**src/rtl/fpu_pkg.sv**
```systemverilog
// fpu_pkg: shared types and constants for the iterative FP add/sub/compare
// flag producer (fpu_flaggen) and its operand classifier (fpu_classify).
//   - op codes, FSM state enum, operand class enum
//   - unpacked-operand struct carried from classifier to datapath
//   - NZCV encodings for compare, helper to derive add/sub NZCV
package fpu_pkg;

  localparam int unsigned EXP_W  = 8;
  localparam int unsigned MANT_W = 24;   // hidden bit + 23 fraction bits
  localparam int unsigned WORK_W = 27;   // mantissa + guard/round/sticky
  localparam int unsigned SUM_W  = 28;   // working width plus carry-out

  localparam logic [1:0] FOP_ADD = 2'b00;
  localparam logic [1:0] FOP_SUB = 2'b01;
  localparam logic [1:0] FOP_CMP = 2'b10;
  localparam logic [1:0] FOP_RSV = 2'b11;

  localparam logic [31:0]      QNAN    = 32'h7FC0_0000;
  localparam logic [EXP_W-1:0] EXP_MAX = 8'hFF;

  // {N,Z,C,V} for compare outcomes
  localparam logic [3:0] CMP_EQ = 4'b0110;
  localparam logic [3:0] CMP_LT = 4'b1000;
  localparam logic [3:0] CMP_GT = 4'b0010;
  localparam logic [3:0] CMP_UN = 4'b0011;

  typedef enum logic [3:0] {
    ST_IDLE,
    ST_UNPACK,
    ST_CMP,
    ST_SPECIAL,
    ST_ALIGN,
    ST_ADD,
    ST_NORM,
    ST_ROUND,
    ST_DONE
  } fsm_state_e;

  typedef enum logic [1:0] {
    CLS_ZERO,
    CLS_NORM,
    CLS_INF,
    CLS_NAN
  } fp_cls_e;

  typedef struct packed {
    logic              sign;
    logic [EXP_W-1:0]  exp;
    logic [MANT_W-1:0] mant;
    fp_cls_e           cls;
  } fp_unpk_t;

  // NZCV for an add/sub result word: C is always clear, V on overflow or NaN
  function automatic logic [3:0] add_nzcv(input logic [31:0] res, input logic ovf);
    logic is_nan;
    is_nan = (res[30:23] == EXP_MAX) && (res[22:0] != 23'd0);
    return {res[31], ~|res[30:0], 1'b0, ovf | is_nan};
  endfunction

endpackage

```
**src/rtl/fpu_classify.sv**
```systemverilog
// fpu_classify: combinational unpack of an IEEE-754 single into sign,
// exponent, mantissa-with-hidden-bit and class. Denormals flush to signed zero.
//   i_op      : 32-bit operand
//   o_unpk_c  : unpacked operand (fp_unpk_t)
module fpu_classify
  import fpu_pkg::*;
(
  input  logic [31:0] i_op,
  output fp_unpk_t    o_unpk_c
);

  always_comb begin
    o_unpk_c.sign = i_op[31];
    o_unpk_c.exp  = i_op[30:23];
    o_unpk_c.mant = {1'b1, i_op[22:0]};
    o_unpk_c.cls  = CLS_NORM;
    if (i_op[30:23] == 8'd0) begin
      // zero and denormal both collapse to an all-zero magnitude
      o_unpk_c.exp  = 8'd0;
      o_unpk_c.mant = 24'd0;
      o_unpk_c.cls  = CLS_ZERO;
    end else if (i_op[30:23] == EXP_MAX) begin
      o_unpk_c.mant = {1'b0, i_op[22:0]};
      o_unpk_c.cls  = (i_op[22:0] == 23'd0) ? CLS_INF : CLS_NAN;
    end
  end

endmodule

```
**src/rtl/fpu_flaggen.sv**
```systemverilog
// fpu_flaggen: iterative single-precision add/sub/compare producing the
// FPUFlags/FPUFlagW pair for the condition logic.
// Optional macro FPU_RNE_EN: round-to-nearest-even in ROUND (default truncate).
//   clk, reset     : clock, asynchronous active-low reset
//   start          : launch (accepted only in IDLE)
//   op             : 00 FADD, 01 FSUB, 10/11 FCMP
//   sflag          : enables FPUFlagW for FADD/FSUB
//   a, b           : IEEE-754 single operands
//   busy           : operation in progress
//   done           : one-cycle pulse, result/FPUFlags/FPUFlagW valid
//   result         : sum/difference, 0 for FCMP
//   FPUFlags       : {N,Z,C,V}
//   FPUFlagW       : [1] NZ write enable, [0] CV write enable (only with done)
module fpu_flaggen
  import fpu_pkg::*;
#(
  parameter int unsigned MAX_ALIGN = 26
)
(
  input  logic        clk,
  input  logic        reset,
  input  logic        start,
  input  logic [1:0]  op,
  input  logic        sflag,
  input  logic [31:0] a,
  input  logic [31:0] b,
  output logic        busy,
  output logic        done,
  output logic [31:0] result,
  output logic [3:0]  FPUFlags,
  output logic [1:0]  FPUFlagW
);

  localparam logic [EXP_W-1:0] ALIGN_LIM = EXP_W'(MAX_ALIGN);

  fsm_state_e        r_state;
  logic [31:0]       r_a;
  logic [31:0]       r_b;
  logic [1:0]        r_op;
  logic              r_sflag;
  logic [EXP_W-1:0]  r_ex;
  logic [EXP_W-1:0]  r_diff;
  logic [WORK_W-1:0] r_mx;
  logic [WORK_W-1:0] r_my;
  logic              r_sx;
  logic              r_sy;
  logic [SUM_W-1:0]  r_sum;
  logic              r_rs;
  logic [9:0]        r_exp;

  fp_unpk_t          w_ua;
  fp_unpk_t          w_ub;
  logic              w_sb_eff;
  logic              w_is_cmp;
  logic              w_any_spec;
  logic [31:0]       w_spec_res;
  logic [3:0]        w_cmp_flags;
  logic [SUM_W-1:0]  w_add_sum;
  logic              w_add_sign;
  logic [31:0]       w_pack;
  logic              w_ovf;
  logic              w_round_again;

  fpu_classify u_cls_a (.i_op(r_a), .o_unpk_c(w_ua));
  fpu_classify u_cls_b (.i_op(r_b), .o_unpk_c(w_ub));

  // Operation decode; FSUB is an add with B's sign flipped
  always_comb begin
    w_is_cmp   = (r_op == FOP_CMP) || (r_op == FOP_RSV);
    w_sb_eff   = w_ub.sign ^ (r_op == FOP_SUB);
    w_any_spec = (w_ua.cls != CLS_NORM) || (w_ub.cls != CLS_NORM);
  end

  // Shortcut results when either operand is zero, inf or NaN
  always_comb begin
    w_spec_res = {w_ua.sign, w_ua.exp, w_ua.mant[22:0]};
    if ((w_ua.cls == CLS_NAN) || (w_ub.cls == CLS_NAN)) begin
      w_spec_res = QNAN;
    end else if ((w_ua.cls == CLS_INF) && (w_ub.cls == CLS_INF)) begin
      w_spec_res = (w_ua.sign != w_sb_eff) ? QNAN : {w_ua.sign, EXP_MAX, 23'd0};
    end else if (w_ua.cls == CLS_INF) begin
      w_spec_res = {w_ua.sign, EXP_MAX, 23'd0};
    end else if (w_ub.cls == CLS_INF) begin
      w_spec_res = {w_sb_eff, EXP_MAX, 23'd0};
    end else if ((w_ua.cls == CLS_ZERO) && (w_ub.cls == CLS_ZERO)) begin
      w_spec_res = 32'd0;
    end else if (w_ua.cls == CLS_ZERO) begin
      w_spec_res = {w_sb_eff, w_ub.exp, w_ub.mant[22:0]};
    end
  end

  // Compare: sign/magnitude ordering on flushed operands, +0 == -0
  always_comb begin
    logic [30:0] mag_a;
    logic [30:0] mag_b;
    mag_a       = {w_ua.exp, w_ua.mant[22:0]};
    mag_b       = {w_ub.exp, w_ub.mant[22:0]};
    w_cmp_flags = CMP_GT;
    if ((w_ua.cls == CLS_NAN) || (w_ub.cls == CLS_NAN)) begin
      w_cmp_flags = CMP_UN;
    end else if ((mag_a == 31'd0) && (mag_b == 31'd0)) begin
      w_cmp_flags = CMP_EQ;
    end else if (w_ua.sign != w_ub.sign) begin
      w_cmp_flags = w_ua.sign ? CMP_LT : CMP_GT;
    end else if (mag_a == mag_b) begin
      w_cmp_flags = CMP_EQ;
    end else if ((mag_a < mag_b) ^ w_ua.sign) begin
      w_cmp_flags = CMP_LT;
    end
  end

  // Signed-magnitude add of the aligned mantissas; exact zero is +0
  always_comb begin
    w_add_sum  = {1'b0, r_mx} + {1'b0, r_my};
    w_add_sign = r_sx;
    if (r_sx != r_sy) begin
      if (r_mx >= r_my) begin
        w_add_sum  = {1'b0, r_mx} - {1'b0, r_my};
        w_add_sign = r_sx;
      end else begin
        w_add_sum  = {1'b0, r_my} - {1'b0, r_mx};
        w_add_sign = r_sy;
      end
    end
    if (w_add_sum == '0) begin
      w_add_sign = 1'b0;
    end
  end

  // Final packing of the normalised sum, with optional RNE increment
`ifdef FPU_RNE_EN
  logic        w_inc;
  logic [23:0] w_rnd;
  always_comb begin
    w_inc         = r_sum[2] & (r_sum[1] | r_sum[0] | r_sum[3]);
    w_rnd         = {1'b0, r_sum[25:3]} + 24'(w_inc);
    w_pack        = {r_rs, r_exp[7:0], w_rnd[22:0]};
    w_ovf         = 1'b0;
    w_round_again = 1'b0;
    if (r_sum == '0) begin
      w_pack = {r_rs, 31'd0};
    end else if (r_exp >= 10'd255) begin
      w_pack = {r_rs, EXP_MAX, 23'd0};
      w_ovf  = 1'b1;
    end else begin
      // fraction wrapped to zero: mantissa became 2.0, needs one more pass
      w_round_again = w_rnd[23];
    end
  end
`else
  always_comb begin
    w_pack        = {r_rs, r_exp[7:0], r_sum[25:3]};
    w_ovf         = 1'b0;
    w_round_again = 1'b0;
    if (r_sum == '0) begin
      w_pack = {r_rs, 31'd0};
    end else if (r_exp >= 10'd255) begin
      w_pack = {r_rs, EXP_MAX, 23'd0};
      w_ovf  = 1'b1;
    end
  end
`endif

  // Control FSM and datapath registers
  always_ff @(posedge clk or negedge reset) begin
    if (!reset) begin
      r_state  <= ST_IDLE;
      r_a      <= 32'd0;
      r_b      <= 32'd0;
      r_op     <= 2'b00;
      r_sflag  <= 1'b0;
      r_ex     <= '0;
      r_diff   <= '0;
      r_mx     <= '0;
      r_my     <= '0;
      r_sx     <= 1'b0;
      r_sy     <= 1'b0;
      r_sum    <= '0;
      r_rs     <= 1'b0;
      r_exp    <= 10'd0;
      busy     <= 1'b0;
      done     <= 1'b0;
      result   <= 32'd0;
      FPUFlags <= 4'd0;
      FPUFlagW <= 2'b00;
    end else begin
      case (r_state)
        ST_IDLE: begin
          if (start) begin
            r_a     <= a;
            r_b     <= b;
            r_op    <= op;
            r_sflag <= sflag;
            busy    <= 1'b1;
            r_state <= ST_UNPACK;
          end
        end

        ST_UNPACK: begin
          if (w_is_cmp) begin
            r_state <= ST_CMP;
          end else if (w_any_spec) begin
            r_state <= ST_SPECIAL;
          end else begin
            // larger-exponent operand becomes X; Y is the one to shift
            if (w_ua.exp >= w_ub.exp) begin
              r_ex   <= w_ua.exp;
              r_diff <= w_ua.exp - w_ub.exp;
              r_mx   <= {w_ua.mant, 3'b000};
              r_sx   <= w_ua.sign;
              r_my   <= {w_ub.mant, 3'b000};
              r_sy   <= w_sb_eff;
            end else begin
              r_ex   <= w_ub.exp;
              r_diff <= w_ub.exp - w_ua.exp;
              r_mx   <= {w_ub.mant, 3'b000};
              r_sx   <= w_sb_eff;
              r_my   <= {w_ua.mant, 3'b000};
              r_sy   <= w_ua.sign;
            end
            r_state <= ST_ALIGN;
          end
        end

        ST_CMP: begin
          result   <= 32'd0;
          FPUFlags <= w_cmp_flags;
          FPUFlagW <= 2'b11;
          done     <= 1'b1;
          r_state  <= ST_DONE;
        end

        ST_SPECIAL: begin
          result   <= w_spec_res;
          FPUFlags <= add_nzcv(w_spec_res, 1'b0);
          FPUFlagW <= r_sflag ? 2'b11 : 2'b00;
          done     <= 1'b1;
          r_state  <= ST_DONE;
        end

        ST_ALIGN: begin
          if (r_diff >= ALIGN_LIM) begin
            // too far apart: only a sticky bit survives
            r_my    <= WORK_W'(1);
            r_diff  <= '0;
            r_state <= ST_ADD;
          end else if (r_diff == '0) begin
            r_state <= ST_ADD;
          end else begin
            r_my   <= {1'b0, r_my[WORK_W-1:2], r_my[1] | r_my[0]};
            r_diff <= r_diff - EXP_W'(1);
          end
        end

        ST_ADD: begin
          r_sum   <= w_add_sum;
          r_rs    <= w_add_sign;
          r_exp   <= {2'b00, r_ex};
          r_state <= ST_NORM;
        end

        ST_NORM: begin
          if (r_sum == '0) begin
            r_state <= ST_ROUND;
          end else if (r_sum[SUM_W-1]) begin
            r_sum   <= {1'b0, r_sum[SUM_W-1:2], r_sum[1] | r_sum[0]};
            r_exp   <= r_exp + 10'd1;
            r_state <= ST_ROUND;
          end else if (r_sum[SUM_W-2]) begin
            r_state <= ST_ROUND;
          end else if (r_exp <= 10'd1) begin
            // would go denormal: flush to signed zero
            r_sum   <= '0;
            r_state <= ST_ROUND;
          end else begin
            r_sum <= {r_sum[SUM_W-2:0], 1'b0};
            r_exp <= r_exp - 10'd1;
          end
        end

        ST_ROUND: begin
          if (w_round_again) begin
            r_sum <= SUM_W'(28'h400_0000);
            r_exp <= r_exp + 10'd1;
          end else begin
            result   <= w_pack;
            FPUFlags <= add_nzcv(w_pack, w_ovf);
            FPUFlagW <= r_sflag ? 2'b11 : 2'b00;
            done     <= 1'b1;
            r_state  <= ST_DONE;
          end
        end

        ST_DONE: begin
          done     <= 1'b0;
          FPUFlagW <= 2'b00;
          busy     <= 1'b0;
          r_state  <= ST_IDLE;
        end

        default: begin
          r_state <= ST_IDLE;
          busy    <= 1'b0;
          done    <= 1'b0;
        end
      endcase
    end
  end

endmodule

```
**config.mk**
```make
export PLATFORM = sky130hd
export DESIGN_NAME = fpu_flaggen
export DESIGN_NICKNAME = d
export VERILOG_FILES = /design/src/rtl/fpu_pkg.sv /design/src/rtl/fpu_classify.sv /design/src/rtl/fpu_flaggen.sv
export SDC_FILE = /design/constraint.sdc
export NUM_CORES = 1
export LEC_CHECK = 0
export BUFFER_PORTS_ARGS = -buffer_cell sky130_fd_sc_hd__buf_4
export CELL_PAD_IN_SITES_DETAIL_PLACEMENT = 0
export CELL_PAD_IN_SITES_GLOBAL_PLACEMENT = 2
export CORE_MARGIN = 3
export CORE_UTILIZATION = 34
export DETAILED_ROUTE_END_ITERATION = 12
export PLACE_DENSITY_LB_ADDON = 0.2
export SLEW_MARGIN = 15
export SYNTH_ARGS = -nofsm -noshare
export SYNTH_HDL_FRONTEND = slang
export SYNTH_SLANG_ARGS = --single-unit
```
**constraint.sdc**
```tcl
create_clock -name clk -period 4.25 [get_ports clk]
set_clock_uncertainty 0.1 [all_clocks]
set_input_delay 0.2125 -clock clk [delete_from_list [all_inputs] [get_ports clk]]
set_output_delay 0.2125 -clock clk [all_outputs]
set_load 0.005 [all_outputs]
```
# ---- Yosys cells after proc, flatten, opt, wreduce, memory -nomap -nowiden
# Cells that the tools add are included.
dict set report totals {
  ramBits 0
  latch_bits 0
  in_bits 70
  rom_bits 0
  memories 0
  register_bits 222
  word_cells 191
}
dict set report classes {
  muxes 73
  n_mul 0
  n_addsub 8
  bitwise 8
  div 0
  eq_ne 34
  shifts 0
  magnitude_cmp 6
  reduce_logical 42
}
# operator count
set ops {}
lappend ops {{27-bit 2-to-1 mux} 9}
lappend ops {{32-bit 2-to-1 mux} 7}
lappend ops {{26-bit 2-to-1 mux} 4}
lappend ops {{32-bit one-hot mux with 3 select lines} 1}
lappend ops {{28-bit 2-to-1 mux} 3}
lappend ops {{8-bit 2-to-1 mux} 8}
lappend ops {{31-bit zero test} 2}
lappend ops {{31-bit 2-to-1 mux} 2}
lappend ops {{31-bit OR reduction} 2}
lappend ops {{28-bit zero test} 2}
lappend ops {{28-bit one-hot mux with 2 select lines} 1}
lappend ops {{27-bit by 27-bit subtractor with 28-bit output} 2}
lappend ops {{27-bit one-hot mux with 2 select lines} 1}
lappend ops {{4-bit 2-to-1 mux} 13}
lappend ops {{23-bit zero test} 2}
lappend ops {{23-bit nonzero test} 2}
lappend ops {{10-bit 2-to-1 mux} 4}
lappend ops {{8-bit equality test, second input constant} 4}
lappend ops {{31-bit equality test} 1}
lappend ops {{31-bit less-than comparator} 1}
lappend ops {{27-bit by 27-bit adder with 28-bit output} 1}
lappend ops {{27-bit greater-or-equal comparator} 1}
lappend ops {{8-bit zero test} 3}
lappend ops {{4-bit one-hot mux with 6 select lines} 1}
lappend ops {{44 further kinds} 94}

# ---- Logic depth before layout (Yosys ltp)
# Gate-level depths: netlist of the first run.
dict set report logic_depth {
  depth_word 14
  mapped_depth 19
}

# ---- By module
# Synthesis of the first run repeated with hierarchy kept, for this count alone.
dict set report hier_totals {
  cells_unflattened 2053
  hier_area_um2 17095.1
}
# mod area_per_inst_um2 cells_each n_inst seq_area_each_um2
set modules_own_cells {}
lappend modules_own_cells {fpu_flaggen 16341.9 1953 1 5455.2}
lappend modules_own_cells {fpu_classify 376.6 50 2 0.0}

# ---- Worst setup path before layout of the first run
# No wires, ideal clock.
dict set report synth_timing {
  kind {register to register}
  from {register r_a[25]}
  to {register FPUFlags[1]}
  required_ps 4040
  path_buffers 2
  arrival_ps 3963
  path_slack_ps 76
  path_stages_with_launch 19
  synth_period_minus_slack_ps 4174
  path_cell_list {dfrtp_1 or4_1 nor4_1 nand2_1 clkbuf_1 clkbuf_1 nand2_1 inv_1 ha_1 a21o_1 a21o_1 a21o_1 a21o_1 a21o_1 a21o_1 a211oi_1 o2111ai_1 mux2_2 o41ai_1}
}
dict set report synth_between {
  elab_chain_cells 10
  word_cells_on_any_way 18
}
# item line_no
set synth_lines {}
lappend synth_lines {{start: declaration} fpu_flaggen.sv:37} ;# logic [31:0] r_a;
lappend synth_lines {{start signal: assignment} fpu_flaggen.sv:168} ;# r_a <= 32'd0;
lappend synth_lines {{start signal: assignment} fpu_flaggen.sv:190} ;# r_a <= a;
lappend synth_lines {{8-bit zero test} fpu_classify.sv:17} ;# if (i_op[30:23] == 8'd0) begin
lappend synth_lines {{26-bit 2-to-1 mux / 8-bit 2-to-1 mux (equally long branches)} fpu_classify.sv:17}
lappend synth_lines {{31-bit less-than comparator} fpu_flaggen.sv:107} ;# end else if ((mag_a < mag_b) ^ w_ua.sign) begin
lappend synth_lines {{1-bit XOR} fpu_flaggen.sv:107}
lappend synth_lines {{4-bit 2-to-1 mux} fpu_flaggen.sv:107}
lappend synth_lines {{4-bit 2-to-1 mux} fpu_flaggen.sv:105} ;# end else if (mag_a == mag_b) begin
lappend synth_lines {{4-bit 2-to-1 mux} fpu_flaggen.sv:103} ;# end else if (w_ua.sign != w_ub.sign) begin
lappend synth_lines {{4-bit 2-to-1 mux} fpu_flaggen.sv:101} ;# end else if ((mag_a == 31'd0) && (mag_b == 31'd0)) begin
lappend synth_lines {{4-bit 2-to-1 mux (*)} fpu_flaggen.sv:99} ;# if ((w_ua.cls == CLS_NAN) || (w_ub.cls == CLS_NAN)) begin
lappend synth_lines {{4-bit one-hot mux with 3 select lines (*)} fpu_flaggen.sv:187} ;# case (r_state)
lappend synth_lines {{end signal: assignment} fpu_flaggen.sv:227} ;# FPUFlags <= w_cmp_flags;
lappend synth_lines {{end signal: assignment} fpu_flaggen.sv:235} ;# FPUFlags <= add_nzcv(w_spec_res, 1'b0);
lappend synth_lines {{end signal: assignment} fpu_flaggen.sv:287} ;# FPUFlags <= add_nzcv(w_pack, w_ovf);
lappend synth_lines {{end: declaration} fpu_flaggen.sv:30} ;# output logic [3:0] FPUFlags,
# Mark *: on every way between the ends. The rest lies on a longest branch, timed or not.
# A chain may end at the register's enable or synchronous reset.

# ---- Worst setup path after layout of the first run
dict set report layout_timing {
  from {register r_mx[3]}
  to {register r_rs}
}
dict set report layout_between {
  elab_chain_cells 5
  word_cells_on_any_way 10
}
# item line_no
set layout_lines {}
lappend layout_lines {{start: declaration} fpu_flaggen.sv:43} ;# logic [WORK_W-1:0] r_mx;
lappend layout_lines {{start signal: assignment} fpu_flaggen.sv:209} ;# r_mx <= {w_ua.mant, 3'b000};
lappend layout_lines {{start signal: assignment} fpu_flaggen.sv:216} ;# r_mx <= {w_ub.mant, 3'b000};
lappend layout_lines {{27-bit by 27-bit subtractor with 28-bit output, or another cell as far along} fpu_flaggen.sv:121} ;# w_add_sum = {1'b0, r_my} - {1'b0, r_mx};
lappend layout_lines {{28-bit 2-to-1 mux} fpu_flaggen.sv:117} ;# if (r_mx >= r_my) begin
lappend layout_lines {{28-bit 2-to-1 mux} fpu_flaggen.sv:116} ;# if (r_sx != r_sy) begin
lappend layout_lines {{28-bit zero test} fpu_flaggen.sv:125} ;# if (w_add_sum == '0) begin
lappend layout_lines {{1-bit 2-to-1 mux (*)} fpu_flaggen.sv:125}
lappend layout_lines {{end signal: assignment} fpu_flaggen.sv:257} ;# r_rs <= w_add_sign;
lappend layout_lines {{end: declaration} fpu_flaggen.sv:48} ;# logic r_rs;
# Marked as above.

==> metrics list, run 1 <==
* Result of the run: completed
* TritonCTS clock tree: done
- Count of flip-flops with a built-in enable after synthesis: 0
- Final min period: 4.09 ns
- The netlist uses 81 different library cells.
* HPWL after detailed placement: 49.6 mm
- Post-DP Area: 18300 um2
- Setup-violating endpoint count in the final report: 0
* GRT Residual Overflow: 0
- The routed layout has 16100 vias.
- Final Hold Violating Endpoints: 0
- In the final timing run, aggregate negative setup slack is 0 ns.
- In this run the tool buffered the top-level ports with 109 buffer cells.
- The repair_antennas step left the layout with diodes totalling 0.
- Summing the sequential cell areas from Yosys gives 33.8% of the chip area.
- The synthesized design contains 218 register bits.
- In this run the number of H-tree levels came out at 1.
- Post-route antenna net violation count: 0
* Number of buffers inserted during clock tree synthesis: 27
- Final worst slack: 0.158 ns
* Number of placed I/O pins: 110
* Final Slew Violations: 0
- Number of standard-cell rows in the floorplan: 79
- Required arrival time at the worst endpoint: 4.61 ns
- Via count of the first global-routing pass: 15600
- In this run the vertical extent of the chip is 224 um.
- Worst endpoint data arrival time: 4.45 ns
- The worst setup path is launched from a flip-flop.
* Cells after DPL: 2654
* Length of the first detailed-routing pass in iterations: 6
* Initial Utilization: 34.5%
- Yosys printed 0 warnings.
* Share of post-route cells with drive strength above 1: 19.4%
- Number of non-filler instances in the completed layout: 2774
- Summing every instance area after synthesis gives 16100 um2.
* Class of the tightest hold or removal check: in2async
* Slew Limit Headroom: 25.2%
- Total track usage: 25.2%
- After routing the design area is 20100 um2.
- Counting every instance in the synthesized netlist gives 1940.
- When the netlist entered floorplanning its net count stood at 2131.
- The final layout contains 2337 nets.
* Share of the clock period used by the worst path: 96.3%
- Clock-pin slew was measured on the worst setup and hold paths at 0.06 ns.
- Pin count of the biggest net entering global routing: 100
- Critical path type: reg2reg
- Number of design rule violations left after detail routing: 0
* Max capacitance violation total: 0
- In the routed layout, each cell is associated on average with a via count of 5.80.
* Initial DRC count: 1613
- For this run, the top clock speed supported by timing is 244 MHz.
- No sink is reached through more buffers than the 3 on the longest clock path.
- Area of the die: 50100 um2
- The tree built by TritonCTS fans out to 218 sinks.
* Clock latency at the later pin of the worst-skew pair: 0.58 ns
- The filler cells instantiated in the layout total 4640.
* Primary flip-flop cell chosen by synthesis mapping: sky130_fd_sc_hd__dfrtp_1
* Worst slack, placed: -0.0989 ns
- Post-synthesis average cell area: 8.32 um2
- Summed over all layers, the routed wires come to 64.6 mm.
* Horizontal die dimension: 224 um
- Relative to the synthesized area, the layout overhead comes to 24.6%.
- The initial antenna violation count came to 0.
- Dividing the detail-routed wire length by the instance count gives 23.3 um.
- Highest fanout seen on the critical path: 3
- At the pin with the least slew margin, the transition time is 1.12 ns.
- CTS placed an instance of sky130_fd_sc_hd__clkbuf_16 at the clock tree root.
- Counting flops with an async set or reset pin after synthesis yields a share of 100%.
- The congestion estimate from routability-driven global placement came to 0.921.
- Core footprint: 46800 um2
- Global-route wire length before repair: 97.2 mm
- The worst setup path is captured at a flip-flop.
[synthesized netlist by cell type (6+ instances only)]
cell type                  instances  area (um2)
sky130_fd_sc_hd__nand2_1         205         769
sky130_fd_sc_hd__a311oi_1         26         228
sky130_fd_sc_hd__o21a_1           10        75.1
sky130_fd_sc_hd__buf_2             6        30.0
sky130_fd_sc_hd__nor2b_1          13        81.3
sky130_fd_sc_hd__o211ai_1         14         105
sky130_fd_sc_hd__a21oi_1         196         981
sky130_fd_sc_hd__or3_1            15        93.8
sky130_fd_sc_hd__xnor2_1          20         175
sky130_fd_sc_hd__nor4_1           33         206
sky130_fd_sc_hd__nor3_1           32         160
sky130_fd_sc_hd__o31ai_1          14         105
sky130_fd_sc_hd__nand4_1          27         169
sky130_fd_sc_hd__a211oi_1         19         143
sky130_fd_sc_hd__clkbuf_1        114         428
sky130_fd_sc_hd__o211a_1           6        60.1
sky130_fd_sc_hd__a31oi_1          19         119
sky130_fd_sc_hd__buf_1            13        48.8
sky130_fd_sc_hd__nand3_1          46         230
sky130_fd_sc_hd__and2_1            6        37.5
sky130_fd_sc_hd__o22ai_1          13        81.3
sky130_fd_sc_hd__o21ai_1          10        50.1
sky130_fd_sc_hd__or2_2             8        50.1
sky130_fd_sc_hd__inv_1           122         458
sky130_fd_sc_hd__a221o_1          38         380
sky130_fd_sc_hd__nand2b_1         11        68.8
sky130_fd_sc_hd__a21o_1           40         300
sky130_fd_sc_hd__and3_1           11        68.8
sky130_fd_sc_hd__a221oi_1         39         342
sky130_fd_sc_hd__mux2_2           70         788
sky130_fd_sc_hd__nor2_1          142         533
sky130_fd_sc_hd__ha_1            117        1460
sky130_fd_sc_hd__o21bai_1          9        67.6
sky130_fd_sc_hd__or4_1             7        52.6
sky130_fd_sc_hd__xor2_1           11        96.3
sky130_fd_sc_hd__dfrtp_1         218        5460
sky130_fd_sc_hd__o21ai_0         147         736
sky130_fd_sc_hd__mux2i_1           9        90.1
[worst max-delay path, cell delays in order (launching register included)]
cell and delay (ns):
sky130_fd_sc_hd__dfrtp_1 0.44, sky130_fd_sc_hd__ha_1 0.26, sky130_fd_sc_hd__fa_1 0.42, sky130_fd_sc_hd__nand2b_1 0.12
sky130_fd_sc_hd__a2111oi_0 0.13, sky130_fd_sc_hd__buf_4 0.16, sky130_fd_sc_hd__o311a_1 0.38, sky130_fd_sc_hd__o211ai_1 0.38
sky130_fd_sc_hd__nand3_1 0.28, sky130_fd_sc_hd__a21oi_1 0.30, sky130_fd_sc_hd__nor3_1 0.08, sky130_fd_sc_hd__a2111oi_0 0.33
sky130_fd_sc_hd__a31oi_1 0.17, sky130_fd_sc_hd__nor4_1 0.32, sky130_fd_sc_hd__a21oi_1 0.10
[through the flow]
| step | util (%) | hold slack [ns] |
|---|---|---|
| 2_1_floorplan | - | -0.183 |
| 3_3_place_gp | 39.2 | 0.193 |
| 3_5_place_dp | 39.2 | 0.205 |
| 4_1_cts | 42.6 | 0.254 |
| 5_1_grt | 43.0 | 0.283 |
| 6_report | 43.0 | 0.186 |
[layout by cell type, fill, tap and decap left out, drive strengths merged, types with 33 or more instances in the layout]
cell type	n
buf	244
dfrtp	218
nand2	205
a21oi	196
o21ai	157
nor2	143
inv	125
ha	117
mux2	70
dlygate4sd3	69
nand3	46
a21o	40
a221oi	39
a221o	38
nor4	34
nor3	33
[routing by layer]
layer  GRT usage, %  vias up  wire length (um)
li1               -     7540                 -
met1           35.9     7910             29400
met2           39.7      559             29000
met3           4.13       67              4310
met4           6.89        0              1850
met5              0        -                 0
[state kept, by name, indices dropped and copies added, names as in the netlist]
register and count:
r_sx 1, r_my 27, r_state 4, r_exp 10
r_ex 8, r_sum 28, result 32, r_sy 1
FPUFlagW 1, r_b 32, FPUFlags 4, r_diff 8
r_rs 1, done 1, r_mx 24, r_a 32
r_op 2, r_sflag 1, busy 1
[kinds of logic (layout without fill, tap and decap cells)]
group	Yosys count	in the layout	synth area share, %
AND/OR/NAND/NOR	581	581	17.1
adder cells (fa/ha/maj)	121	121	9.57
XOR/XNOR	31	31	1.68
flip-flops	218	218	33.8
buffers and inverters	258	485	6.16
AO/OA/AOI/OAI	652	652	26.3
multiplexers	79	79	5.44
[repair_timing]
| action | in CTS | in global routing |
|---|---|---|
| pin swaps | 0 | 10 |
| buffers inserted | 0 | 1 |
| hold buffers | 69 | 0 |
| gates resized for setup | 2 | 34 |
| setup endpoints to repair | 2 | 4 |
| endpoints found under the hold margin | 165 | 0 |
[path summary, 6_finish.rpt]
| check | startpoint | to | slack [ns] | cells past startpoint |
|---|---|---|---|---|
| worst min-delay path | reset | r_my[16]$_DFFE_PN0P_ | 0.19 | 2 |
| max in group asynchronous | reset | r_a[8]$_DFFE_PN0P_ | 2.84 | 3 |
| worst max register to register | r_mx[3]$_DFFE_PN0P_ | r_rs$_DFFE_PN0P_ | 0.16 | 14 |
| min in group clk | op[1] | r_op[1]$_DFFE_PN0P_ | 0.30 | 3 |
| worst max-delay path | r_mx[3]$_DFFE_PN0P_ | r_rs$_DFFE_PN0P_ | 0.16 | 14 |
| worst min register to register | result[27]$_DFFE_PN0P_ | result[27]$_DFFE_PN0P_ | 0.40 | 2 |
[cell type report]
cell class / instances / area [um2] / share of cell area, %
multi-input combinational: 1464 / 9920 / 49.3
sequential: 218 / 5460 / 27.1
timing repair buffer: 313 / 2600 / 12.9
tap: 607 / 759 / 3.78
clock buffer: 31 / 721 / 3.58
inverter: 122 / 458 / 2.28
clock inverter: 19 / 195 / 0.970
Power of run 1 is not shown: default switching activity piles up to over one toggle a cycle in this logic, so the estimate is an artifact.
==> run 2, diff against run 1 <==
--- a/config.mk
+++ b/config.mk
@@ -5,14 +5,15 @@
 export SDC_FILE = /design/constraint.sdc
 export NUM_CORES = 1
 export LEC_CHECK = 0
+export ABC_AREA = 1
 export BUFFER_PORTS_ARGS = -buffer_cell sky130_fd_sc_hd__buf_4
 export CELL_PAD_IN_SITES_DETAIL_PLACEMENT = 0
 export CELL_PAD_IN_SITES_GLOBAL_PLACEMENT = 2
 export CORE_MARGIN = 3
-export CORE_UTILIZATION = 34
+export CORE_UTILIZATION = 32
 export DETAILED_ROUTE_END_ITERATION = 12
 export PLACE_DENSITY_LB_ADDON = 0.2
-export SLEW_MARGIN = 15
+export SLEW_MARGIN = 20
 export SYNTH_ARGS = -nofsm -noshare
 export SYNTH_HDL_FRONTEND = slang
 export SYNTH_SLANG_ARGS = --single-unit
==> run 2 against run 1 <==
Effect of this change: design area grew 6.4%; register-to-register slack gained 0.30 ns; global-route usage grew 1.0 points; core utilization shrank 4.5 points; sequential cell count is the same; critical path type unchanged; largest cell class unchanged; highest routed layer unchanged.
==> metrics list, run 2 <==
- Result of the run: completed (unchanged)
* Post-synthesis average cell area: 6.60 um2 (was 8.32 um2)
* Clock latency at the later pin of the worst-skew pair: 0.59 ns (was 0.58 ns)
* Sum of negative setup slack: 0 ns (unchanged)
- The number of cells produced by synthesis was 2758 (was 1940).
* Class of the tightest hold or removal check: in2async (unchanged)
- Final min period: 3.79 ns (was 4.09 ns)
- The layout cell share with drive strength beyond 1 came to 8.91% (was 19.4%).
- The endpoint required time on the critical path was 4.60 ns (was 4.61 ns).
- Leading area contributor after synthesis: sky130_fd_sc_hd__dfrtp_1 (unchanged)
* Initial Utilization: 32.7% (was 34.5%)
- Core footprint: 55600 um2 (was 46800 um2)
- The overall fraction of global-route tracks in use came to 26.2% (was 25.2%).
* Pin count of the biggest net entering global routing: 119 (was 100)
- The number of vias per cell was 5.25 (was 5.80).
- Number of standard-cell rows in the floorplan: 86 (was 79)
- The achievable clock frequency came to 264 MHz (was 244 MHz).
- Fraction of the yosys area taken by sequential cells: 30.0% (was 33.8%)
* Primary flip-flop cell chosen by synthesis mapping: sky130_fd_sc_hd__dfrtp_1 (unchanged)
- Global-route wire length before repair: 119 mm (was 97.2 mm)
- Critical path type: reg2reg (unchanged)
- Final Hold Violating Endpoints: 0 (unchanged)
- Area of the die: 59800 um2 (was 50100 um2)
- The worst flop-to-flop path startpoint was r_b[24]$_DFFE_PN0P_ (was r_mx[3]$_DFFE_PN0P_).
- Highest fanout seen on the critical path: 23 (was 3)
- Buffers inserted during post-CTS setup optimization: 0 (unchanged)
* Pin slew with the least headroom to its limit: 1.07 ns (was 1.12 ns)
- The diode insertion count for antenna repair came to 0 (unchanged).
- The overall overflow remaining after global route is 0 (unchanged).
- Total number of vias: 19200 (was 16100)
- Gates resized, CTS repair: 0 (was 2)
- The worst slew margin relative to its limit is 28.4% (was 25.2%).
- The share of the core filled with cells in the final layout came to 38.5% (was 43.0%).
- The remaining design rule violation count came to 0 (unchanged).
- DIE HEIGHT: 244 um (was 224 um)
- The number of different library cells in the post-synthesis netlist was 61 (was 81).
- The total length of routed wires came to 80.5 mm (was 64.6 mm).
- The count of nets left with antenna violations after detail routing was 0 (unchanged).
- The number of I/O port buffers is 109 (unchanged).
- Number of placed I/O pins: 110 (unchanged)
- The maximum root-to-sink buffer count was 3 (unchanged).
- The layout overhead on the synthesized area was 17.6% (was 24.6%).
* Worst endpoint data arrival time: 4.14 ns (was 4.45 ns)
- The CTS buffer count was 29 (was 27).
* H-tree levels: 1 (unchanged)
- The startpoint type of the worst setup path was a flip-flop (unchanged).
- The endpoint class of the critical path is a flip-flop (unchanged).
- The count of warnings emitted by yosys came to 0 (unchanged).
- The number of flops mapped to enable cells by yosys is 0 (unchanged).
* Max capacitance violation total: 0 (unchanged)
- Number of antenna violations at the first check in global routing: 2 (was 0)
* Seq cells post-synth: 218 (unchanged)
- The die width is 244 um (was 224 um).
* Share of the clock period used by the worst path: 89.2% (was 96.3%)
- The register clock-pin slew on the reported worst setup and hold paths was 0.06 ns (about the same).
- The cell area after technology mapping came to 18200 um2 (was 16100 um2).
* Final Slew Violations: 0 (unchanged)
- The fraction of registers with async set or reset after synthesis was 100% (unchanged).
- The number of instances in the placed design was 3530 (was 2654).
- Clk sink count: 218 (unchanged)
- Most used standard cells in the synthesized netlist: sky130_fd_sc_hd__nand2_1 (791), sky130_fd_sc_hd__inv_1 (360), sky130_fd_sc_hd__o21ai_0 (226) (was sky130_fd_sc_hd__dfrtp_1 (218), sky130_fd_sc_hd__nand2_1 (205), sky130_fd_sc_hd__a21oi_1 (196))
- The clock tree root buffer cell is sky130_fd_sc_hd__clkbuf_16 (unchanged).
- The number of global-route vias before repair was 18700 (was 15600).
- Initial DRC count: 1534 (was 1613)
- Post-layout net count: 3077 (was 2337)
* Setup slack, reg-to-reg: 0.46 ns (was 0.16 ns)
- Critical register-to-register path endpoint: FPUFlags[1]$_DFFE_PN0P_ (was r_rs$_DFFE_PN0P_)
- Synth area leaders: sky130_fd_sc_hd__dfrtp_1 (30%), sky130_fd_sc_hd__nand2_1 (16%), sky130_fd_sc_hd__ha_1 (8.0%) (was sky130_fd_sc_hd__dfrtp_1 (34%), sky130_fd_sc_hd__ha_1 (9.1%), sky130_fd_sc_hd__a21oi_1 (6.1%)).
- The synthesized net count came to 2949 (was 2131).
- Length of the first detailed-routing pass in iterations: 7 (was 6)
* Placer's final routability congestion estimate: 0.981 (was 0.921)
- Setup-violating endpoint count in the final report: 0 (unchanged)
- Worst slack, placed: 0.484 ns (was -0.0989 ns)
- The average routed wire per standard cell came to 22.0 um (was 23.3 um).
- Number of non-filler instances in the completed layout: 3654 (was 2774)
- Most common cell after layout, fill and taps aside: sky130_fd_sc_hd__nand2_1 (was sky130_fd_sc_hd__buf_4)
- Highest-count cells in the layout ignoring fill and taps: sky130_fd_sc_hd__nand2_1 (790), sky130_fd_sc_hd__inv_1 (359), sky130_fd_sc_hd__o21ai_0 (226), sky130_fd_sc_hd__dfrtp_1 (218), sky130_fd_sc_hd__nor2_1 (215) (was sky130_fd_sc_hd__buf_4 (236), sky130_fd_sc_hd__dfrtp_1 (218), sky130_fd_sc_hd__nand2_1 (198), sky130_fd_sc_hd__a21oi_1 (195), sky130_fd_sc_hd__o21ai_0 (145))
- Largest regs: r_a: 32 flops, r_b: 32 flops, result: 32 flops (unchanged).
- The path depth of the worst reg2reg path is 17 (was 14).
- Most frequent cell after synthesis: sky130_fd_sc_hd__nand2_1 (was sky130_fd_sc_hd__dfrtp_1)
- Setup repair after global routing left no endpoint under its margin.
- Share of the synthesized area in the top cell type: 30.0% (was 33.8%)
- The clock tree from TritonCTS is done (unchanged).
- The setup slack after layout is 0.459 ns (was 0.158 ns).
- HPWL after detailed placement: 64.6 mm (was 49.6 mm)
run 2: changes by cell type after synthesis, sizes merged, moves of 32 or more:
| cell | delta |
|---|---|
| inv | +252 |
| nor2 | +83 |
| a221oi | -39 |
| a221o | -38 |
| mux2 | -70 |
| a21o | -37 |
| nand2 | +601 |
| nand3 | +78 |
| o211ai | +32 |
| o21ai | +80 |
run 2: cell type report:
| type | count | area [um2] |
|---|---|---|
| clock buffer | 41 | 841 |
| sequential | 218 | 5460 |
| clock inverter | 10 | 101 |
| inverter | 376 | 1420 |
| tap | 748 | 936 |
| multi-input combinational | 2035 | 10700 |
| timing repair buffer | 226 | 1940 |
| fill | 6089 | 34200 |
run 2: worst max-delay path by stage:
stage | slack (ns) | start | to | cells past startpoint
floorplan | 1.22 | r_a[24]$_DFFE_PN0P_ | FPUFlags[2]$_DFFE_PN0P_ | 19
global placement | 0.46 | r_b[24]$_DFFE_PN0P_ | FPUFlags[1]$_DFFE_PN0P_ | 17
detailed placement | 0.48 | r_b[24]$_DFFE_PN0P_ | FPUFlags[1]$_DFFE_PN0P_ | 17
CTS | 0.41 | r_b[24]$_DFFE_PN0P_ | FPUFlags[1]$_DFFE_PN0P_ | 17
global route | 0.19 | r_b[24]$_DFFE_PN0P_ | FPUFlags[1]$_DFFE_PN0P_ | 17
finish | 0.46 | r_b[24]$_DFFE_PN0P_ | FPUFlags[1]$_DFFE_PN0P_ | 17
run 2: what timing repair did:
action | CTS | global route
hold endpoints to repair | 134 | 0
endpoints found under the setup margin | 0 | 0
hold buffers | 73 | 0
run 2: cell families (layout without fill, tap and decap cells):
| group | after synthesis | after routing | synth area share, % |
|---|---|---|---|
| simple gates | 1261 | 1261 | 28.8 |
| compound gates | 617 | 617 | 19.7 |
| buf+inv | 505 | 653 | 11.2 |
| flops | 218 | 218 | 30.0 |
| fa+ha+maj | 121 | 121 | 8.48 |
| xor+xnor | 32 | 32 | 1.58 |
| mux | 4 | 4 | 0.220 |
run 2: metrics by stage:
stage	hold slack, ns	area [um2]
floorplan	-0.183	18200
global placement	0.0971	19700
detailed placement	0.109	19700
CTS	0.0715	21400
global route	0.113	21400
finish	0.0643	21400
run 2: routing by layer:
metal / global-route usage [%] / up-vias / routed length (um)
met5: 0 / - / 0
met4: 9.41 / 0 / 3290
met3: 5.92 / 125 / 5760
met2: 40.3 / 628 / 34800
met1: 36.1 / 9125 / 36600
li1: - / 9298 / -
run 2: worst max-delay path: stages, from the launching register on:
cell and delay (ns):
sky130_fd_sc_hd__dfrtp_1 0.48, sky130_fd_sc_hd__inv_1 0.14, sky130_fd_sc_hd__nand4_1 0.09, sky130_fd_sc_hd__nor2_1 0.10, sky130_fd_sc_hd__inv_1 0.55, sky130_fd_sc_hd__nand2_1 0.37, sky130_fd_sc_hd__ha_1 0.41, sky130_fd_sc_hd__nand2_1 0.12
sky130_fd_sc_hd__o21ai_0 0.31, sky130_fd_sc_hd__nand3_1 0.12, sky130_fd_sc_hd__nand2_1 0.08, sky130_fd_sc_hd__nand2_1 0.05, sky130_fd_sc_hd__a21oi_1 0.22, sky130_fd_sc_hd__nor3_1 0.11, sky130_fd_sc_hd__nand3_1 0.11, sky130_fd_sc_hd__nand3_1 0.09
sky130_fd_sc_hd__nand2_1 0.12, sky130_fd_sc_hd__nand2_1 0.06
Power of run 2 is left out for the same reason.
==> run 3, diff against run 2 <==
--- a/config.mk
+++ b/config.mk
@@ -11,6 +11,7 @@
 export CELL_PAD_IN_SITES_GLOBAL_PLACEMENT = 2
 export CORE_MARGIN = 3
 export CORE_UTILIZATION = 32
+export CTS_BUF_LIST = sky130_fd_sc_hd__clkbuf_16
 export DETAILED_ROUTE_END_ITERATION = 12
 export PLACE_DENSITY_LB_ADDON = 0.2
 export SLEW_MARGIN = 20
==> run 3 against run 2 <==
Effect of this change: count of clock-buffer cells in the layout shrank 12; core utilization shrank 0.12 points; first-iteration DRC count grew 4.3%; maximum frequency shrank 0.40%; routed wire length is essentially flat.
==> metrics list, run 3 (synthesis results as in run 2) <==
- The overall fraction of global-route tracks in use came to 26.2% (about the same).
- Final min period: 3.81 ns (was 3.79 ns)
- The initial antenna violation count is 2 (unchanged).
- The register clock-pin slew on the reported worst setup and hold paths came to 0.06 ns (about the same).
- The number of violations of the max-capacitance limit is 0 (unchanged).
* Clock tree root driver cell: sky130_fd_sc_hd__clkbuf_16 (unchanged)
- Average routed wire per standard cell: 22.0 um (about the same)
- The hold violation count in the final report was 0 (unchanged).
- Clk sink count: 218 (unchanged)
- Total number of vias: 19100 (was 19200)
- The endpoint class of the critical path is a flip-flop (unchanged).
- Sum of negative setup slack: 0 ns (unchanged)
- Initial DRC count: 1600 (was 1534)
- Largest regs: r_a: 32 flops, r_b: 32 flops, result: 32 flops (unchanged)
- The register-to-register setup slack is 0.44 ns (was 0.46 ns).
- The worst path arrival time came to 4.16 ns (was 4.14 ns).
* Post-layout net count: 3077 (unchanged)
- The max-slew violation count came to 0 (unchanged).
- The layout overhead on the synthesized area came to 17.3% (was 17.6%).
- Length of the first detailed-routing pass in iterations: 6 (was 7)
- The clock tree from TritonCTS was done (unchanged).
* Via count of the first global-routing pass: 18700 (about the same)
- The number of buffers inserted to repair setup after CTS is 0 (unchanged).
* Upper clock frequency limit: 263 MHz (was 264 MHz)
- Share of post-route cells with drive strength above 1: 8.67% (was 8.91%)
- The maximum root-to-sink buffer count was 3 (unchanged).
- The number of vias per cell came to 5.24 (was 5.25).
* Slowest cell on the critical path: sky130_fd_sc_hd__inv_1 (unchanged)
* Critical path type: reg2reg (unchanged)
- The quantity of gates resized following cts is 0 (unchanged).
* Share of the clock period used by the worst path: 89.6% (was 89.2%)
- The maximum fanout along the worst path came to 23 (unchanged).
- The worst slew margin relative to its limit is 28.4% (about the same).
- The kind of path behind the tightest hold check is in2async (unchanged).
- HPWL after detailed placement: 64.6 mm (unchanged)
* Core footprint: 55600 um2 (unchanged)
* Area taken by flip-flops and latches: 5460 um2 (unchanged)
- Number of standard-cell rows in the floorplan: 86 (unchanged)
* Unrepaired setup endpoints after global routing: false (unchanged)
- Global-route wire length before repair: 119 mm (about the same)
- The overall overflow remaining after global route was 0 (unchanged).
* H-tree levels: 1 (unchanged)
* Placer's final routability congestion estimate: 0.981 (unchanged)
- The full die area came to 59800 um2 (unchanged).
- Critical register-to-register path endpoint: FPUFlags[1]$_DFFE_PN0P_ (unchanged)
* Setup-violating endpoint count in the final report: 0 (unchanged)
* Kind of launch point of the worst setup path: flip-flop (unchanged)
- The most common library cell in the layout ignoring fill and taps is sky130_fd_sc_hd__nand2_1 (unchanged).
- Number of buffers inserted during clock tree synthesis: 29 (unchanged)
- Initial Utilization: 32.7% (unchanged)
- The area of combinational cells with multiple inputs came to 10700 um2 (unchanged).
- Post-route antenna net violation count: 0 (unchanged)
- Fillers: 6098 (was 6089)
- Result of the run: completed (unchanged).
* Horizontal die dimension: 244 um (unchanged)
- DIE HEIGHT: 244 um (unchanged)
* Number of placed I/O pins: 110 (unchanged)
* Most frequent CP cell: sky130_fd_sc_hd__nand2_1 (unchanged)
* Pin count of the biggest net entering global routing: 119 (unchanged)
- Clock latency at the later pin of the worst-skew pair: 0.59 ns (about the same)
* Final WL: 80.4 mm (was 80.5 mm)
* Stage delay of the slowest cell on the critical path: 0.55 ns (about the same)
- The slew of the pin with the lowest slew margin is 1.07 ns (about the same).
- Count of input and output buffers: 109 (unchanged)
- The path depth of the worst reg2reg path came to 17 (unchanged).
- The remaining design rule violation count is 0 (unchanged).
- Highest-count cells in the layout ignoring fill and taps: sky130_fd_sc_hd__nand2_1 (790), sky130_fd_sc_hd__inv_1 (364), sky130_fd_sc_hd__o21ai_0 (226), sky130_fd_sc_hd__dfrtp_1 (218), sky130_fd_sc_hd__nor2_1 (215) (was sky130_fd_sc_hd__nand2_1 (790), sky130_fd_sc_hd__inv_1 (359), sky130_fd_sc_hd__o21ai_0 (226), sky130_fd_sc_hd__dfrtp_1 (218), sky130_fd_sc_hd__nor2_1 (215))
* Worst flop-to-flop path startpoint: r_b[24]$_DFFE_PN0P_ (unchanged)
- The endpoint required time on the critical path was 4.60 ns (about the same).
* Cells along the critical path: inv_1 > nand4_1 > nor2_1 > inv_1 > nand2_1 > ha_1 > nand2_1 > o21ai_0 > nand3_1 > nand2_1 > nand2_1 > a21oi_1 > nor3_1 > nand3_1 > nand3_1 > nand2_1 > nand2_1 (unchanged)
-- run 3: changes by cell type in the layout (fill, tap and decap cells not counted) --
cell / delta
sky130_fd_sc_hd__clkbuf_8: -7
sky130_fd_sc_hd__clkinv_1: +7
sky130_fd_sc_hd__clkbuf_1: -5
sky130_fd_sc_hd__inv_1: +5
sky130_fd_sc_hd__diode_2: +1
-- run 3: worst max-delay path by stage --
stage	endpoint	cells after the start	slack (ns)	from
2_1_floorplan	FPUFlags[2]$_DFFE_PN0P_	19	1.22	r_a[24]$_DFFE_PN0P_
3_3_place_gp	FPUFlags[1]$_DFFE_PN0P_	17	0.46	r_b[24]$_DFFE_PN0P_
3_5_place_dp	FPUFlags[1]$_DFFE_PN0P_	17	0.48	r_b[24]$_DFFE_PN0P_
4_1_cts	FPUFlags[1]$_DFFE_PN0P_	17	0.41	r_b[24]$_DFFE_PN0P_
5_1_grt	FPUFlags[1]$_DFFE_PN0P_	17	0.19	r_b[24]$_DFFE_PN0P_
6_report	FPUFlags[1]$_DFFE_PN0P_	17	0.44	r_b[24]$_DFFE_PN0P_
-- run 3: timing repair --
action / 4_1_cts / 5_1_grt
setup endpoints to repair: 0 / 0
hold buffers: 73 / 0
endpoints found under the hold margin: 134 / 0
-- run 3: routing by layer --
layer	wire length (um)	track usage [%]
met3	5680	5.87
met4	3320	9.47
met2	34700	40.3
met5	0	0
met1	36700	36.2
-- run 3: stage by stage --
step | std cells | setup WS (ns) | cell area (um2) | utilization, % | hold WS (ns)
after floorplan | 2758 | 1.22 | 18200 | - | -0.183
after global routing | 3654 | 0.190 | 21300 | 38.4 | 0.114
after CTS | 3654 | 0.412 | 21300 | 38.4 | 0.0714
final | 3655 | 0.444 | 21300 | 38.4 | 0.0657
after global placement | 3530 | 0.458 | 19700 | 35.5 | 0.0971
after detailed placement | 3530 | 0.484 | 19700 | 35.5 | 0.109
-- run 3: final cells by class --
cell class                      instances  area share [%]
Multi-Input combinational cell       2035            50.2
Sequential cell                       218            25.6
Timing Repair Buffer                  226            9.08
Inverter                              376            6.63
Tap cell                              748            4.39
Clock buffer                           29            3.40
Clock inverter                         22           0.686
Antenna cell                            1          0.0117
-- run 3: worst max-delay path: cells and delay by family (launching register included) --
family / cells / cell delay [ns]
buffers and inverters: 2 / 0.69
AOI/OAI and AO/OA: 2 / 0.53
adders and majority gates: 1 / 0.42
DFF: 1 / 0.48
and+or+nand+nor: 12 / 1.44
Power of run 3 is left out for the same reason.
